===== config.mk =====
export PLATFORM = sky130hd
export DESIGN_NAME = alu_wb_stage
export DESIGN_NICKNAME = d
export VERILOG_FILES = /design/src/rtl/alu_wb_stage.sv
export SDC_FILE = /design/constraint.sdc
export NUM_CORES = 1
export LEC_CHECK = 0
export CORE_UTILIZATION = 32
export CTS_CLUSTER_SIZE = 14
export DETAILED_ROUTE_END_ITERATION = 10
export HOLD_SLACK_MARGIN = 0.06
export PLACE_DENSITY = 0.57
export SETUP_SLACK_MARGIN = 0.2
export SYNTH_ARGS = -nofsm -noshare
export SYNTH_HDL_FRONTEND = slang
export SYNTH_SLANG_ARGS = --single-unit
export TNS_END_PERCENT = 30

===== constraint.sdc =====
create_clock -name clk -period 3.35 [get_ports clk]
set_input_delay 1.005 -clock clk [delete_from_list [all_inputs] [get_ports clk]]
set_output_delay 1.005 -clock clk [all_outputs]
set_load 0.05 [all_outputs]

===== src/rtl/alu_wb_stage.sv =====
// ALU writeback stage: condition evaluation, NZCV update and a small
// result FIFO feeding a stallable register-file write port.
module alu_wb_stage #(
  parameter int RD_W  = 4,
  parameter int DEPTH = 2
) (
  input  logic            clk,
  input  logic            rst,
  input  logic            in_valid,
  output logic            in_ready,
  input  logic [31:0]     in_res,
  input  logic [3:0]      in_flags,
  input  logic            in_setf,
  input  logic [3:0]      in_cond,
  input  logic [RD_W-1:0] in_rd,
  output logic            out_valid,
  input  logic            out_ready,
  output logic [31:0]     out_res,
  output logic [RD_W-1:0] out_rd,
  output logic            out_we,
  output logic [3:0]      nzcv
);

  localparam int AW = $clog2(DEPTH);
  localparam logic [AW:0] CNT_FULL = (AW+1)'(DEPTH);

  logic [31:0]     r_res [DEPTH];
  logic [RD_W-1:0] r_rd  [DEPTH];
  logic            r_we  [DEPTH];
  logic [AW-1:0]   r_wptr;
  logic [AW-1:0]   r_rptr;
  logic [AW:0]     r_cnt;
  logic [3:0]      r_nzcv;

  logic w_push;
  logic w_pop;
  logic w_pass;

  function automatic logic f_cond(
    input logic [3:0] c,
    input logic [3:0] f
  );
    logic n, z, cf, v, p;
    n  = f[3];
    z  = f[2];
    cf = f[1];
    v  = f[0];
    p  = 1'b0;
    unique case (c)
      4'h0: p = z;
      4'h1: p = ~z;
      4'h2: p = cf;
      4'h3: p = ~cf;
      4'h4: p = n;
      4'h5: p = ~n;
      4'h6: p = v;
      4'h7: p = ~v;
      4'h8: p = cf & ~z;
      4'h9: p = ~cf | z;
      4'hA: p = (n == v);
      4'hB: p = (n != v);
      4'hC: p = ~z & (n == v);
      4'hD: p = z | (n != v);
      4'hE: p = 1'b1;
      4'hF: p = 1'b0;
    endcase
    return p;
  endfunction

  // Handshakes depend only on registered occupancy
  always_comb begin
    in_ready  = (r_cnt != CNT_FULL);
    out_valid = (r_cnt != '0);
    w_push    = in_valid & in_ready;
    w_pop     = out_valid & out_ready;
    w_pass    = f_cond(in_cond, r_nzcv);
  end

  assign out_res = r_res[r_rptr];
  assign out_rd  = r_rd[r_rptr];
  assign out_we  = r_we[r_rptr];
  assign nzcv    = r_nzcv;

  // FIFO storage, pointers, occupancy and architectural flags
  always_ff @(posedge clk) begin
    if (rst) begin
      for (int i = 0; i < DEPTH; i++) begin
        r_res[i] <= '0;
        r_rd[i]  <= '0;
        r_we[i]  <= 1'b0;
      end
      r_wptr <= '0;
      r_rptr <= '0;
      r_cnt  <= '0;
      r_nzcv <= 4'b0000;
    end else begin
      if (w_push) begin
        r_res[r_wptr] <= in_res;
        r_rd[r_wptr]  <= in_rd;
        r_we[r_wptr]  <= w_pass;
        r_wptr        <= r_wptr + 1'b1;
        if (w_pass & in_setf)
          r_nzcv <= in_flags;
      end
      if (w_pop)
        r_rptr <= r_rptr + 1'b1;
      if (w_push & ~w_pop)
        r_cnt <= r_cnt + 1'b1;
      else if (w_pop & ~w_push)
        r_cnt <= r_cnt - 1'b1;
    end
  end

endmodule


==> impl_metrics.csv, run 1 <==
group,metric,value,unit
timing,setup_violations,0,
clock_tree,clock_latency,0.33,ns
drt,vias_per_cell,4.480,
drt,dr_wl_met3,490,µm
clock_tree,cts_setup_buffers,0,
synthesis,yosysSeqAreaShare,64.06,%
drt,drc,0,
synthesis,ys_types,32,
setup_path,cpPeakStageDelay,0.70,ns
layout,regArea,0.002404,mm²
timing,slew_viol_final,0,
setup_path,cp_num_buf_inv,2,
clock_tree,cts_buffers,9,
setup_path,arrival,2.04,ns
timing,final.setup_skew,0.005978,ns
layout,multi_input_area,0.001282,mm²
die,core-area,0.01142,mm²
global_route,grt_pass1_wl,11220,µm
die,die_w,110.3,µm
synthesis,avgSynthCellArea,14.20,µm²
clock_tree,cts.sinks,83,
drt,top_layer,"met4",
timing,relSlewSlack,41.80,%
global_route,grtUsageTotal,12.79,%
synthesis,synth.area.top_cells,"edfxtp_1 (59%), and2_1 (12%), mux2_2 (11%)",
layout,n_antenna_cell,0,
setup_path,critical_path_class,"flip-flop to output pin",
placement,gp_congestion,0.6432,
die,die_h,110.3,µm
drt,vias,2276,
clock_tree,cts_resized,0,
placement,hpwl,4697,µm
timing,min_period,3.046,ns
placement,placed_cell_area,0.004860,mm²
synthesis,synth_top_area_share,59.26,%
setup_path,worst-path-max-fanout,21,
job,max_cap_violations,0,
synthesis,netlist_area,0.003750,mm²
min_path,hold_class,"flip-flop to flip-flop",
clock_tree,clock-root-buffer,"clkbuf_16",
layout,fin_nets,410,
outcome,status,"completed",
timing,worst-slew-pin-transition,0.8702,ns
setup_path,worst-endpoint-required,2.34,ns
timing,max_freq,328.3,MHz
die,initial_core_util,32.84,%
timing,post-route-period-util,90.94,%
global_route,grt_pass1_vias,2291,
power_and_ir_drop,vdd_drop_max,0.3706,mV
placement,io_buffers,91,
drt,wl_met1,3195,µm
clock_tree,clkTransAtPathRegs,0.06,ns
layout,fillCellCount,1061,
synthesis,ys_warn_count,0,
power_and_ir_drop,power_leakage,1.920,nW
global_route,grt_max_degree,38,
setup_path,critPathTopFamily,"buffers and inverters",
synthesis,syn_inst,264,
die,fp-row-count,39,
timing,tns,0,ns
clock_tree,h-tree-depth,3,
die,die-area,0.01216,mm²
clock_tree,cts_buffer_depth,2,
drt,firstDrtPassIters,4,
layout,syn2layout_area_growth,37.20,%
timing,rsz0062_at_grt,"no",
drt,wl_met2,3522,µm
drt,routed_wl,7333,µm
layout,drive_above_1_share,18.63,%
synthesis,synth_fp_nets,314,
power_and_ir_drop,powerDensity,737.6,mW/mm²
clock_tree,cts_tree,"done",
setup_path,end_kind,"output pin",
layout,fin_area,0.005145,mm²
synthesis,ys_seq_elements,83,
global_route,antenna_found_initial,0,
setup_path,startpoint_type,"flip-flop",
global_route,grt.overflow.total,0,
drt,drtIter0Drc,85,
timing,hold_viol,0,
setup_path,path_cells,"buf_4 -> mux2_2 -> clkdlybuf4s50_1",
die,io_pins,92,
drt,wire_per_inst,14.44,µm
setup_path,reg2reg_slack,1.38,ns
synthesis,synth.largest_area_cell,"edfxtp_1",
setup_path,slowest_stage,"clkdlybuf4s50_1",
clock_tree,cts_hold_buf,0,
drt,drtAntennaViolNets,0,
## synth_stat cells (all sizes together)
library cell / count
xnor2: 2
nor3: 1
a22oi: 1
mux2: 37
and2: 72
nand2: 3
ha: 1
or3: 1
clkbuf: 7
dfxtp: 9
nor4b: 1
nand2b: 9
nor2b: 3
edfxtp: 74
xor2: 6
inv: 3
o2111a: 1
buf: 7
a21boi: 1
or2: 2
a21oi: 3
nor2: 7
o21bai: 1
o21ai: 3
nor3b: 1
mux2i: 6
a211oi: 1
o211ai: 1
## worst paths after layout
kind / startpoint / end / cells past startpoint
setup / recovery: flip-flop / out_res[1] / 3
hold / removal: r_rptr$_SDFFE_PP0P_ / flip-flop / 2
setup reg to reg: r_cnt[0]$_SDFFE_PP0P_ / r_rd[0][3]$_SDFFCE_PN0P_ / 5
hold reg to reg: r_rptr$_SDFFE_PP0P_ / flip-flop / 2
## stage by stage
step | hold slack [ns] | worst slack (ns) | total power, W | std cells | util (%)
after CTS | 0.5108 | 0.2574 | 0.003849 | 508 | 45.06
after detailed placement | 0.4854 | 0.3794 | 0.002893 | 492 | 42.56
after global routing | 0.5376 | 0.2186 | 0.003972 | 508 | 45.06
after floorplan | 0.4668 | 0.8081 | 0.002395 | 264 | -
after global placement | 0.4814 | 0.3875 | 0.002885 | 492 | 42.56
final | 0.5045 | 0.3035 | 0.003795 | 508 | 45.06
## worst register-to-register path, stage by stage (launching register included)
cell and delay, ns:
dfxtp_1 0.39, nand2b_1 0.16, nand2_2 0.15, nor3_4 0.70, buf_4 0.31, and2_1 0.14
## registers in the layout (all words and copies together), names as in the netlist, named ones only
name	flops
r_we	2
r_wptr	1
r_rd	8
r_cnt	2
r_res	64
r_rptr	1
nzcv	4
## layout by cell type (no fill, tap or decap)
cell	netlist	routed
a211oi_1	1	1
a21boi_2	1	1
a21oi_1	3	3
a22oi_1	1	1
and2_1	72	72
buf_12	0	1
buf_4	1	7
bufinv_16	0	1
clkbuf_1	6	1
clkbuf_16	0	9
clkdlybuf4s50_1	0	91
clkinv_1	0	1
clkinv_2	0	3
clkinvlp_4	0	1
dfxtp_1	9	8
dfxtp_2	0	1
edfxtp_1	74	74
ha_1	1	1
inv_1	3	3
mux2_2	37	37
mux2i_1	6	6
nand2_1	2	2
nand2_2	1	1
nand2b_1	9	9
nor2_1	7	7
nor2b_1	3	3
nor3_4	1	1
nor3b_4	0	1
nor4b_1	1	1
o2111a_2	1	1
o211ai_1	1	1
o21ai_0	3	3
o21bai_4	0	1
or2_2	2	2
or3_1	1	1
xnor2_1	2	2
xor2_1	6	6
## metal layers
layer / vias to the layer above / track usage (%)
li1: 1121 / -
met1: 1085 / 15.24
met2: 59 / 20.67
met3: 11 / 4.292
met4: 0 / 6.203
met5: - / 0
## power by group
part           leakage (nW)  switching [W]  internal [W]  total, W
logic                 0.922       0.000913      0.000573   0.00149
clock network         0.140       0.000376      0.000571  0.000947
registers             0.858      0.0000524       0.00131   0.00136
total                  1.92        0.00134       0.00245   0.00379
## cells by family (layout without fill, tap and decap cells)
family / count (synthesis) / after routing / synth area share, %
DFF: 83 / 83 / 64.06
muxes: 43 / 43 / 12.71
and+or+nand+nor: 100 / 100 / 16.58
xor gates and xnor gates: 8 / 8 / 1.869
buffers and inverters: 17 / 118 / 2.202
AOI/OAI and AO/OA: 12 / 12 / 2.236
adders and majority gates: 1 / 1 / 0.3336
## cell type report
class                   instances  area share (%)
flip-flops and latches         83           46.72
multi-input cells             164           24.93
repair buffers                 99           19.11
clock buffers                  10           4.450
well taps                     143           3.478
clock inverters                 6           1.094
inverters                       3          0.2189
(Power assumes the default switching activity.)
==> inputs of run 2 (changes only) <==
==> constraint.sdc (replaced) <==
create_clock -name clk -period 3.35 [get_ports clk]
set_input_delay 1.005 -clock clk [delete_from_list [all_inputs] [get_ports clk]]
set_output_delay 1.005 -clock clk [all_outputs]
set_load 0.01 [all_outputs]
==> run 2 against run 1 <==
Against the previous run: combinational power fell by 33%; register-to-register slack got worse by 0.14 ns; fmax rose by 9.3%; power fell by 10%; setup slack improved by 0.26 ns; largest power group is now registers; non-clock buffer count fell by 3; hold slack improved by 0.0061 ns.
==> impl_metrics.csv, run 2 (synthesized netlist as in run 1, its figures left out) <==
group,metric,value,unit
timing,min_period,2.788,ns
min_path,hp-start,"r_cnt[1]$_SDFFE_PP0P_",
clock_tree,cts_buffer_depth,2,
layout,fin_area,0.005156,mm²
timing,rsz0062_at_grt,"no",
global_route,grt_pass1_vias,2295,
setup_path,startpoint_type,"flip-flop",
timing,final.setup_skew,0.005461,ns
setup_path,end_kind,"output pin",
setup_path,reg2reg_depth,4,
die,die_w,110.3,µm
layout,top_register,"r_res",
drt,drtIter0Drc,51,
clock_tree,clock_latency,0.33,ns
timing,worst-slew-pin-transition,1.216,ns
placement,gp_congestion,0.6507,
power_and_ir_drop,powerDensity,660.4,mW/mm²
global_route,antenna_found_initial,0,
placement,placed_cell_area,0.004837,mm²
timing,setup_violations,0,
drt,vias,2290,
drt,routed_wl,7382,µm
clock_tree,clkTransAtPathRegs,0.06,ns
clock_tree,h-tree-depth,3,
outcome,status,"completed",
layout,final_common_cell,"clkdlybuf4s50_1",
layout,drive_above_1_share,18.23,%
timing,post-route-period-util,83.21,%
placement,io_buffers,91,
layout,syn2layout_area_growth,37.50,%
timing,max_freq,358.7,MHz
die,io_pins,92,
global_route,grtUsageTotal,12.92,%
clock_tree,cts.sinks,83,
layout,largest_register_ffs,64,
layout,n_antenna_cell,0,
timing,whs,0.5106,ns
setup_path,worstReg2RegEnd,"r_res[1][18]$_SDFFCE_PN0P_",
drt,vias_per_cell,4.535,
global_route,grt_max_degree,38,
drt,drtAntennaViolNets,0,
clock_tree,cts_setup_buffers,0,
die,die_h,110.3,µm
timing,hold_viol,0,
setup_path,reg2reg_slack,1.24,ns
min_path,whs_path_depth,2,
setup_path,critical_path_class,"flip-flop to output pin",
setup_path,arrival,1.78,ns
timing,tns,0,ns
drt,drc,0,
power_and_ir_drop,vdd_drop_max,0.3250,mV
setup_path,worst-path-max-fanout,37,
job,max_cap_violations,0,
clock_tree,clock-root-buffer,"clkbuf_16",
clock_tree,cts_hold_buf,0,
die,core-area,0.01142,mm²
die,fp-row-count,39,
drt,wire_per_inst,14.62,µm
timing,slew_viol_final,0,
power_and_ir_drop,power_leakage,1.916,nW
clock_tree,cts_tree,"done",
die,die-area,0.01216,mm²
layout,fin_nets,407,
min_path,min_to,"r_cnt[1]$_SDFFE_PP0P_",
setup_path,r2r_start,"r_cnt[0]$_SDFFE_PP0P_",
die,initial_core_util,32.84,%
layout,layout_common_cells,"clkdlybuf4s50_1 (91), edfxtp_1 (74), and2_1 (72), mux2_2 (37)",
drt,firstDrtPassIters,4,
clock_tree,cts_resized,0,
setup_path,worst-endpoint-required,2.34,ns
timing,relSlewSlack,18.68,%
clock_tree,cts_buffers,9,
placement,hpwl,4443,µm
global_route,grt_pass1_wl,11320,µm
min_path,hold_class,"flip-flop to flip-flop",
global_route,grt.overflow.total,0,
## run 2: through the flow
stage | utilization (%) | instances | total power [W] | setup slack (ns)
floorplan | - | 264 | 0.001895 | 0.8303
CTS | 45.16 | 505 | 0.003458 | 0.5251
global placement | 42.36 | 489 | 0.002393 | 0.3069
finish | 45.16 | 505 | 0.003405 | 0.5623
global route | 45.16 | 505 | 0.003580 | 0.4851
detailed placement | 42.36 | 489 | 0.002403 | 0.2674
## run 2: how the worst max path moves through the flow
stage,start,to,slack (ns)
3_3_place_gp,in_valid,r_res[1][13]$_SDFFCE_PN0P_,0.31
5_1_grt,flip-flop,out_res[3],0.49
3_5_place_dp,in_valid,r_res[1][13]$_SDFFCE_PN0P_,0.27
4_1_cts,flip-flop,out_res[3],0.53
2_1_floorplan,in_valid,r_rd[0][0]$_SDFFCE_PN0P_,0.83
6_report,flip-flop,out_res[3],0.56
## run 2: cell type report
class / count / area (µm²)
multi-input cells: 164 / 1282
clock buffers: 10 / 229.0
well taps: 143 / 178.9
repair buffers: 96 / 960.9
inverters: 3 / 11.26
clock inverters: 6 / 90.09
fillers: 1056 / 6262
flip-flops and latches: 83 / 2404
## run 2: layer usage
layer / global-route usage, % / vias up / wire (µm)
met5: 0 / - / 0
met2: 21.03 / 61 / 3721
met1: 15.05 / 1106 / 3036
met4: 6.485 / 0 / 91
li1: - / 1115 / -
met3: 4.586 / 8 / 532
## run 2: power breakdown
part	leakage (nW)	switching, W	internal, W	total [W]
clock	0.153	0.000388	0.000654	0.00104
sequential	0.858	0.0000528	0.00131	0.00137
combinational	0.906	0.000427	0.000570	0.000997
## run 2: worst max-delay path, stage by stage (launching register included)
cell and delay (ns):
dfxtp_2 0.34, buf_12 0.23, mux2_2 0.36, clkdlybuf4s50_1 0.52
==> inputs of run 3 (changes only) <==
--- a/config.mk
+++ b/config.mk
@@ -9,7 +9,7 @@
 export CTS_CLUSTER_SIZE = 14
 export DETAILED_ROUTE_END_ITERATION = 10
 export HOLD_SLACK_MARGIN = 0.06
-export PLACE_DENSITY = 0.57
+export PLACE_DENSITY = 0.55
 export SETUP_SLACK_MARGIN = 0.2
 export SYNTH_ARGS = -nofsm -noshare
 export SYNTH_HDL_FRONTEND = slang
==> constraint.sdc (replaced) <==
create_clock -name clk -period 2.8 [get_ports clk]
set_input_delay 0.84 -clock clk [delete_from_list [all_inputs] [get_ports clk]]
set_output_delay 0.84 -clock clk [all_outputs]
set_load 0.01 [all_outputs]
==> run 3 against run 2 <==
Against the previous run: sequential cell count stayed put; power grew 21%; routed wire length down 1.9%; clock skew increased by 0.0031 ns; utilization increased by 1.2 points; die area unchanged; register-to-register slack got worse by 0.39 ns; highest routed layer unchanged; first-iteration DRC count grew 53%; sequential power grew 20%; non-clock buffer count is 10 higher; combinational power grew 26%; clock power increased by 17%.
==> impl_metrics.csv, run 3 (synthesized netlist as in run 1, its figures left out) <==
group,metric,value,unit
timing,worst-slew-pin-transition,1.046,ns
setup_path,critical_path_class,"flip-flop to output pin",
die,initial_core_util,32.84,%
timing,setup_violations,0,
clock_tree,cts_buffers,9,
global_route,grtUsageTotal,12.87,%
timing,whs,0.5017,ns
timing,min_period,2.575,ns
layout,final_common_cell,"clkdlybuf4s50_1",
drt,drtAntennaViolNets,0,
outcome,status,"completed",
timing,final.setup_skew,0.008534,ns
power_and_ir_drop,vdd_drop_max,0.4060,mV
placement,dp_cells,492,
timing,rsz0062_at_grt,"yes",
setup_path,worstReg2RegEnd,"r_res[0][19]$_SDFFCE_PN0P_",
global_route,grt_max_degree,38,
die,io_pins,92,
layout,top_register,"r_res",
timing,relSlewSlack,30.06,%
placement,io_buffers,91,
placement,hpwl,4503,µm
global_route,antenna_found_initial,0,
die,die_w,110.3,µm
setup_path,end_kind,"output pin",
clock_tree,clkTransAtPathRegs,0.05,ns
timing,max_freq,388.4,MHz
layout,largest_register_ffs,64,
clock_tree,cts_hold_buf,0,
setup_path,worst-path-max-fanout,18,
layout,syn2layout_area_growth,41.07,%
setup_path,reg2reg_slack,0.85,ns
clock_tree,cts_buffer_depth,2,
power_and_ir_drop,powerDensity,779.8,mW/mm²
drt,vias_per_cell,4.462,
placement,place_ws,-0.01054,ns
global_route,grt_pass1_wl,11280,µm
timing,setup_ws,0.2252,ns
setup_path,reg2reg_depth,5,
power_and_ir_drop,power_leakage,2.084,nW
setup_path,r2r_start,"r_cnt[0]$_SDFFE_PP0P_",
layout,final_util,46.33,%
clock_tree,clock-root-buffer,"clkbuf_16",
clock_tree,cts_tree,"done",
placement,gp_congestion,0.6624,
timing,slew_viol_final,0,
min_path,min_to,"r_rptr$_SDFFE_PP0P_",
drt,drtIter0Drc,78,
setup_path,worst-endpoint-required,1.96,ns
clock_tree,h-tree-depth,3,
global_route,grt.overflow.total,0,
layout,fin_area,0.005290,mm²
die,die-area,0.01216,mm²
die,fp-row-count,39,
layout,fin_nets,417,
clock_tree,cts.sinks,83,
min_path,hp-start,"r_rptr$_SDFFE_PP0P_",
drt,firstDrtPassIters,4,
drt,vias,2298,
drt,wire_per_inst,14.06,µm
min_path,hold_class,"flip-flop to flip-flop",
layout,n_antenna_cell,0,
die,core-area,0.01142,mm²
layout,drive_above_1_share,19.89,%
layout,layout_common_cells,"clkdlybuf4s50_1 (79), edfxtp_1 (74), and2_1 (72), mux2_2 (37), buf_4 (10)",
placement,placed_cell_area,0.004897,mm²
drt,routed_wl,7240,µm
clock_tree,clock_latency,0.33,ns
job,max_cap_violations,0,
setup_path,arrival,1.73,ns
die,die_h,110.3,µm
drt,drc,0,
min_path,whs_path_depth,2,
global_route,grt_pass1_vias,2251,
timing,hold_viol,0,
layout,layoutNonFillerInstCount,515,
setup_path,startpoint_type,"flip-flop",
timing,post-route-period-util,91.96,%
layout,fillCellCount,1040,
-- run 3: worst max-delay path by stage --
stage	slack (ns)	start	end
after floorplan	0.45	in_valid	r_rd[0][0]$_SDFFCE_PN0P_
after global placement	0.01	in_valid	r_res[0][25]$_SDFFCE_PN0P_
after detailed placement	-0.01	in_valid	r_res[0][24]$_SDFFCE_PN0P_
after CTS	0.19	flip-flop	out_res[8]
after global routing	0.17	flip-flop	out_res[15]
final	0.23	flip-flop	out_res[16]
-- run 3: metrics by stage --
stage	power, W	setup TNS [ns]
floorplan	0.002267	0
global placement	0.002887	0
detailed placement	0.002893	-0.03810
CTS	0.004150	0
global route	0.004348	0
finish	0.004125	0
-- run 3: layer usage --
metal	GRT usage [%]	share of wire (%)	routed length, µm	up-vias
li1	-	-	-	1136
met1	15.91	44	3198	1082
met2	20.90	48	3448	69
met3	4.056	6.7	486	11
met4	5.075	1.5	106	0
met5	0	0	0	-
-- run 3: worst max-delay path: stages, from the launching register on --
cell	delay, ns
dfxtp_4	0.40
buf_12	0.17
mux2_2	0.35
clkdlybuf4s50_1	0.48
-- run 3: repair_timing --
item                       in CTS  in global routing
resized for setup               8                  6
gates cloned                    1                  0
setup buffers                   0                  6
setup endpoints to repair      22                 22
-- run 3: final cells by class --
| class | count | area [µm²] | area share, % |
|---|---|---|---|
| clock buffers | 11 | 232.7 | 4.399 |
| clock inverters | 5 | 77.57 | 1.466 |
| inverters | 3 | 11.26 | 0.2129 |
| multi-input cells | 164 | 1282 | 24.24 |
| flip-flops and latches | 83 | 2406 | 45.48 |
| well taps | 143 | 178.9 | 3.382 |
| repair buffers | 106 | 1101 | 20.81 |
-- run 3: power by group --
group	internal, W	switching [W]
Combinational	0.000745	0.000512
Sequential	0.00157	0.0000732
Clock	0.000778	0.000446
Total	0.00309	0.00103
